### src/rtl/turn_signal_ctrl.sv
// Turn-signal arbitration and step-pulse sequencer in front of the tail-light FSM.
// Optional macro HAZ_PREEMPT_EN: a hazard request cuts a running LEFT/RIGHT sequence short.
module turn_signal_ctrl #(
  parameter int PRESCALE = 4,
  parameter int SEQ_LEN  = 4,
  parameter int CW       = $clog2(SEQ_LEN)
) (
  input  logic          clk,
  input  logic          reset,
  input  logic          left_req,
  input  logic          right_req,
  input  logic          haz_req,
  output logic          L,
  output logic          R,
  output logic          step,
  output logic          busy,
  output logic [CW-1:0] step_cnt
);

  localparam int PW = (PRESCALE > 1) ? $clog2(PRESCALE) : 1;

  typedef enum logic [1:0] {IDLE, LEFT, RIGHT, HAZ} state_t;

  state_t        state_q, state_d;
  logic [PW-1:0] presc_q, presc_d;
  logic [CW-1:0] cnt_q, cnt_d;
  logic          l_q, l_d, r_q, r_d, step_q, step_d, busy_q, busy_d;
  logic          preempt;

  // Both directions requested together is treated as a hazard request.
  function automatic state_t arbitrate(input logic h, input logic l, input logic r);
    if (h || (l && r)) return HAZ;
    else if (l)        return LEFT;
    else if (r)        return RIGHT;
    else               return IDLE;
  endfunction

  always_comb begin
`ifdef HAZ_PREEMPT_EN
    preempt = haz_req && ((state_q == LEFT) || (state_q == RIGHT));
`else
    preempt = 1'b0;
`endif
    state_d = state_q;
    presc_d = presc_q;
    cnt_d   = cnt_q;
    if (state_q == IDLE) begin
      state_d = arbitrate(haz_req, left_req, right_req);
      presc_d = '0;
      cnt_d   = '0;
    end else if (preempt) begin
      state_d = HAZ;
      presc_d = '0;
      cnt_d   = '0;
    end else if (presc_q == PW'(PRESCALE - 1)) begin
      presc_d = '0;
      if (cnt_q == CW'(SEQ_LEN - 1)) begin
        cnt_d   = '0;
        state_d = arbitrate(haz_req, left_req, right_req);
      end else begin
        cnt_d = cnt_q + CW'(1);
      end
    end else begin
      presc_d = presc_q + PW'(1);
    end

    // Outputs are registered from the next state so they line up with the state register.
    l_d    = (state_d == LEFT)  || (state_d == HAZ);
    r_d    = (state_d == RIGHT) || (state_d == HAZ);
    busy_d = (state_d != IDLE);
    step_d = (state_d != IDLE) && (presc_d == PW'(PRESCALE - 1));
  end

  always_ff @(posedge clk) begin
    if (!reset) begin
      state_q <= IDLE;
      presc_q <= '0;
      cnt_q   <= '0;
      l_q     <= 1'b0;
      r_q     <= 1'b0;
      step_q  <= 1'b0;
      busy_q  <= 1'b0;
    end else begin
      state_q <= state_d;
      presc_q <= presc_d;
      cnt_q   <= cnt_d;
      l_q     <= l_d;
      r_q     <= r_d;
      step_q  <= step_d;
      busy_q  <= busy_d;
    end
  end

  assign L        = l_q;
  assign R        = r_q;
  assign step     = step_q;
  assign busy     = busy_q;
  assign step_cnt = cnt_q;

endmodule

### config.mk
export PLATFORM = sky130hd
export DESIGN_NAME = turn_signal_ctrl
export DESIGN_NICKNAME = d
export VERILOG_FILES = /design/src/rtl/turn_signal_ctrl.sv
export SDC_FILE = /design/constraint.sdc
export NUM_CORES = 1
export LEC_CHECK = 0
export CORE_AREA = 4 4 41 43
export DETAILED_ROUTE_END_ITERATION = 10
export DIE_AREA = 0 0 45 47
export PLACE_DENSITY_LB_ADDON = 0.25
export SYNTH_ARGS = -nofsm -noshare
export SYNTH_HDL_FRONTEND = slang
export SYNTH_SLANG_ARGS = --single-unit
### constraint.sdc
create_clock -name clk -period 2.1 [get_ports clk]
set_input_delay 0.21 -clock clk [delete_from_list [all_inputs] [get_ports clk]]
set_output_delay 0.21 -clock clk [all_outputs]
set_load 0.03 [all_outputs]
==> reports/results.txt <==
worst setup timing slack at the placement stage: 0.8352 ns
CTS Buf Count: 3
power density over the cells: 861.9 mW/mm²
area growth from synthesis to final layout: 39.86%
synthesized area per cell: 11.14 µm²
routed wire length per instance: 12.36 µm
Core Box Area: 0.001301 mm²
cell row count: 13
largest net degree at the start of global routing: 9
highest ir drop seen on vdd: 0.3091 mV
count of vias placed by the detailed router: 285
share of layout cells above drive strength 1: 9.091%
cell at the root of the clock tree: clkbuf_4
Iter 0 DRT Violations: 1
gate count of the mapped netlist: 31
type of the setup path with the least slack: reg2out
cell type group with the largest total delay on the critical path: buffers and inverters
Net count, final: 52
Slew HR: 75.01%
initial antenna violation count: 0
number of placed I/O pins: 11
critical path startpoint category: flop
setup repair after global routing missed its margin: no
Skew-Pair Late Insertion Delay: 0.26 ns
clock transition at the register clock pins on the worst setup and hold paths after CTS: 0.06 ns
Final Wtd Congestion: 0.7558
height of the die: 47 µm
Max Buffers Root-to-Sink: 2
diode count: 0
Distinct cells, synth: 17
antenna-violating nets left: 0
core utilization of the finished layout: 37.12%
via count of the first global-routing pass: 308
Starting Density: 26.54%
total negative setup slack: 0 ns
detailed placement HPWL: 560.9 µm
result of the run: complete, no violations
first-pass GRT wire length: 1207 µm
post-synthesis sequential area ratio: 52.17%
sequential cell fraction of total power: 47.8%
cell-by-cell trace of the critical path: clkdlybuf4s50_1
number of vias per cell: 4.831
slowest cell on the critical path: clkdlybuf4s50_1
biggest fanout along the worst timing path: 4
Sw Ratio: 27.64%
part of the total power dissipated in combinational logic: 20.4%
Hold/Removal Path Class: reg2reg
Mapped Nets: 38
width of the chip: 45 µm
Slowest Stage Delay on Critical Path: 0.69 ns
deepest level of the CTS H-tree: 1
synthesized cell area: 345.3 µm²
internal power: 0.3012 mW
endpoint class of the critical path: output port
fin crit share: 73.03%
count of final max-slew check failures: 0
endpoint required time on the critical path: 1.89 ns
sum of overflow across all layers after global routing: 0
switching power summed over all nets: 0.1151 mW
Gates resized, CTS repair: 0
clock period minus worst slack: 1.534 ns
routed wire length: 729 µm
GRT Util Overall: 8.637%
least setup slack across all paths after layout: 0.5663 ns
static leakage: 0.1784 nW
final setup skew: 0.002516 ns
CTS sink cnt: 9
Yosys reg bits: 9
IO Port Bufs: 10
CTS tree: built
Pre-Repair DR Iteration Count: 2
post-CTS setup-driven buffer insertion count: 0
count of warnings emitted by yosys: 0
number of endpoints with negative hold slack in the final report: 0
WP data arrival: 1.32 ns
Max-Cap Viols: 0
count of endpoints failing setup in the final report: 0
post-route DRC violation count: 0
portion of total power attributed to the clock network: 31.8%
maximum operating frequency: 652.0 MHz
crit path buf inv count: 1
hold buffer count at cts: 0
Die Area: 0.002115 mm²
slew of the pin with the lowest slew margin: 0.3715 ns
registers in the layout, summed over array words and instances, names as in the netlist:
signal    count
state_q       2
R             1
step          1
step_cnt      2
presc_q       2
busy          1
power by group through the flow:
stage / Sequential [mW] / Clock [mW] / Combinational (mW)
global placement: 0.201 / 0 / 0.0826
detailed placement: 0.203 / 0 / 0.0848
finish: 0.199 / 0.132 / 0.0848
CTS: 0.199 / 0.139 / 0.0858
global route: 0.202 / 0.144 / 0.0916
floorplan: 0.220 / 0 / 0.0323
cells by family (layout without fill, tap and decap cells):
family / count (synthesis) / count (layout) / synth area share [%]
fa+ha+maj: 2 / 2 / 7.245
compound gates: 11 / 11 / 24.64
buf+inv: 2 / 15 / 3.261
mux: 1 / 1 / 2.899
simple gates: 6 / 6 / 9.785
flops: 9 / 9 / 52.17
Yosys cell counts:
| cell | count | area, µm² |
|---|---|---|
| a21boi_0 | 2 | 15.01 |
| or3b_1 | 1 | 8.760 |
| o21ai_0 | 2 | 10.01 |
| nand2b_1 | 1 | 6.260 |
| o41a_1 | 1 | 11.26 |
| nor3_1 | 1 | 5.000 |
| ha_1 | 2 | 25.02 |
| o21ai_1 | 1 | 5.000 |
| a21oi_2 | 1 | 8.760 |
| o2bb2ai_1 | 3 | 26.28 |
| nor4_1 | 1 | 6.260 |
| buf_4 | 1 | 7.510 |
| dfxtp_1 | 9 | 180.2 |
| inv_1 | 1 | 3.750 |
| a2bb2oi_1 | 1 | 8.760 |
| nor2_1 | 2 | 7.510 |
| mux2i_1 | 1 | 10.01 |
worst paths after layout:
| path | startpoint | cells after the start | slack (ns) | end |
|---|---|---|---|---|
| worst max-delay path | state_q[0] | 1 | 0.57 | L |
| worst min-delay path | presc_q[0] | 1 | 0.47 | step |
| worst max register to register | presc_q[0] | 3 | 0.83 | step_cnt[0] |
| worst min register to register | presc_q[0] | 1 | 0.47 | step |
metrics by stage:
step / total power, mW / cells / hold slack [ns] / instance area [µm²]
6_report: 0.4163 / 59 / 0.4705 / 483.0
5_1_grt: 0.4371 / 59 / 0.4906 / 483.0
4_1_cts: 0.4235 / 59 / 0.4729 / 483.0
3_5_place_dp: 0.2879 / 55 / 0.4564 / 456.7
3_3_place_gp: 0.2832 / 55 / 0.4377 / 456.7
2_1_floorplan: 0.2520 / 31 / 0.3269 / 345.3
cell usage in the layout (no fill, tap or decap), drive strengths merged:
cell           netlist  final
a21oi                1      1
nand2b               1      1
ha                   2      2
o21ai                3      3
a21boi               2      2
mux2i                1      1
nor3                 1      1
inv                  1      1
a2bb2oi              1      1
clkbuf               0      4
dfxtp                9      9
nor2                 2      2
o2bb2ai              3      3
o41a                 1      1
or3b                 1      1
clkdlybuf4s50        0     10
nor4                 1      1
area by class of cell:
cell class | count | area [µm²]
well taps | 15 | 18.77
flip-flops and latches | 9 | 180.2
clock buffers | 4 | 26.28
fillers | 140 | 818.3
repair buffers | 10 | 100.1
multi-input cells | 20 | 153.9
inverters | 1 | 3.754
routing by layer:
metal / share of wire [%] / GRT usage, %
met1: 39 / 8.257
met4: 4.3 / 11.11
met3: 4.3 / 3.448
met2: 53 / 12.71
met5: 0 / 0
(Power assumes the default switching activity.)
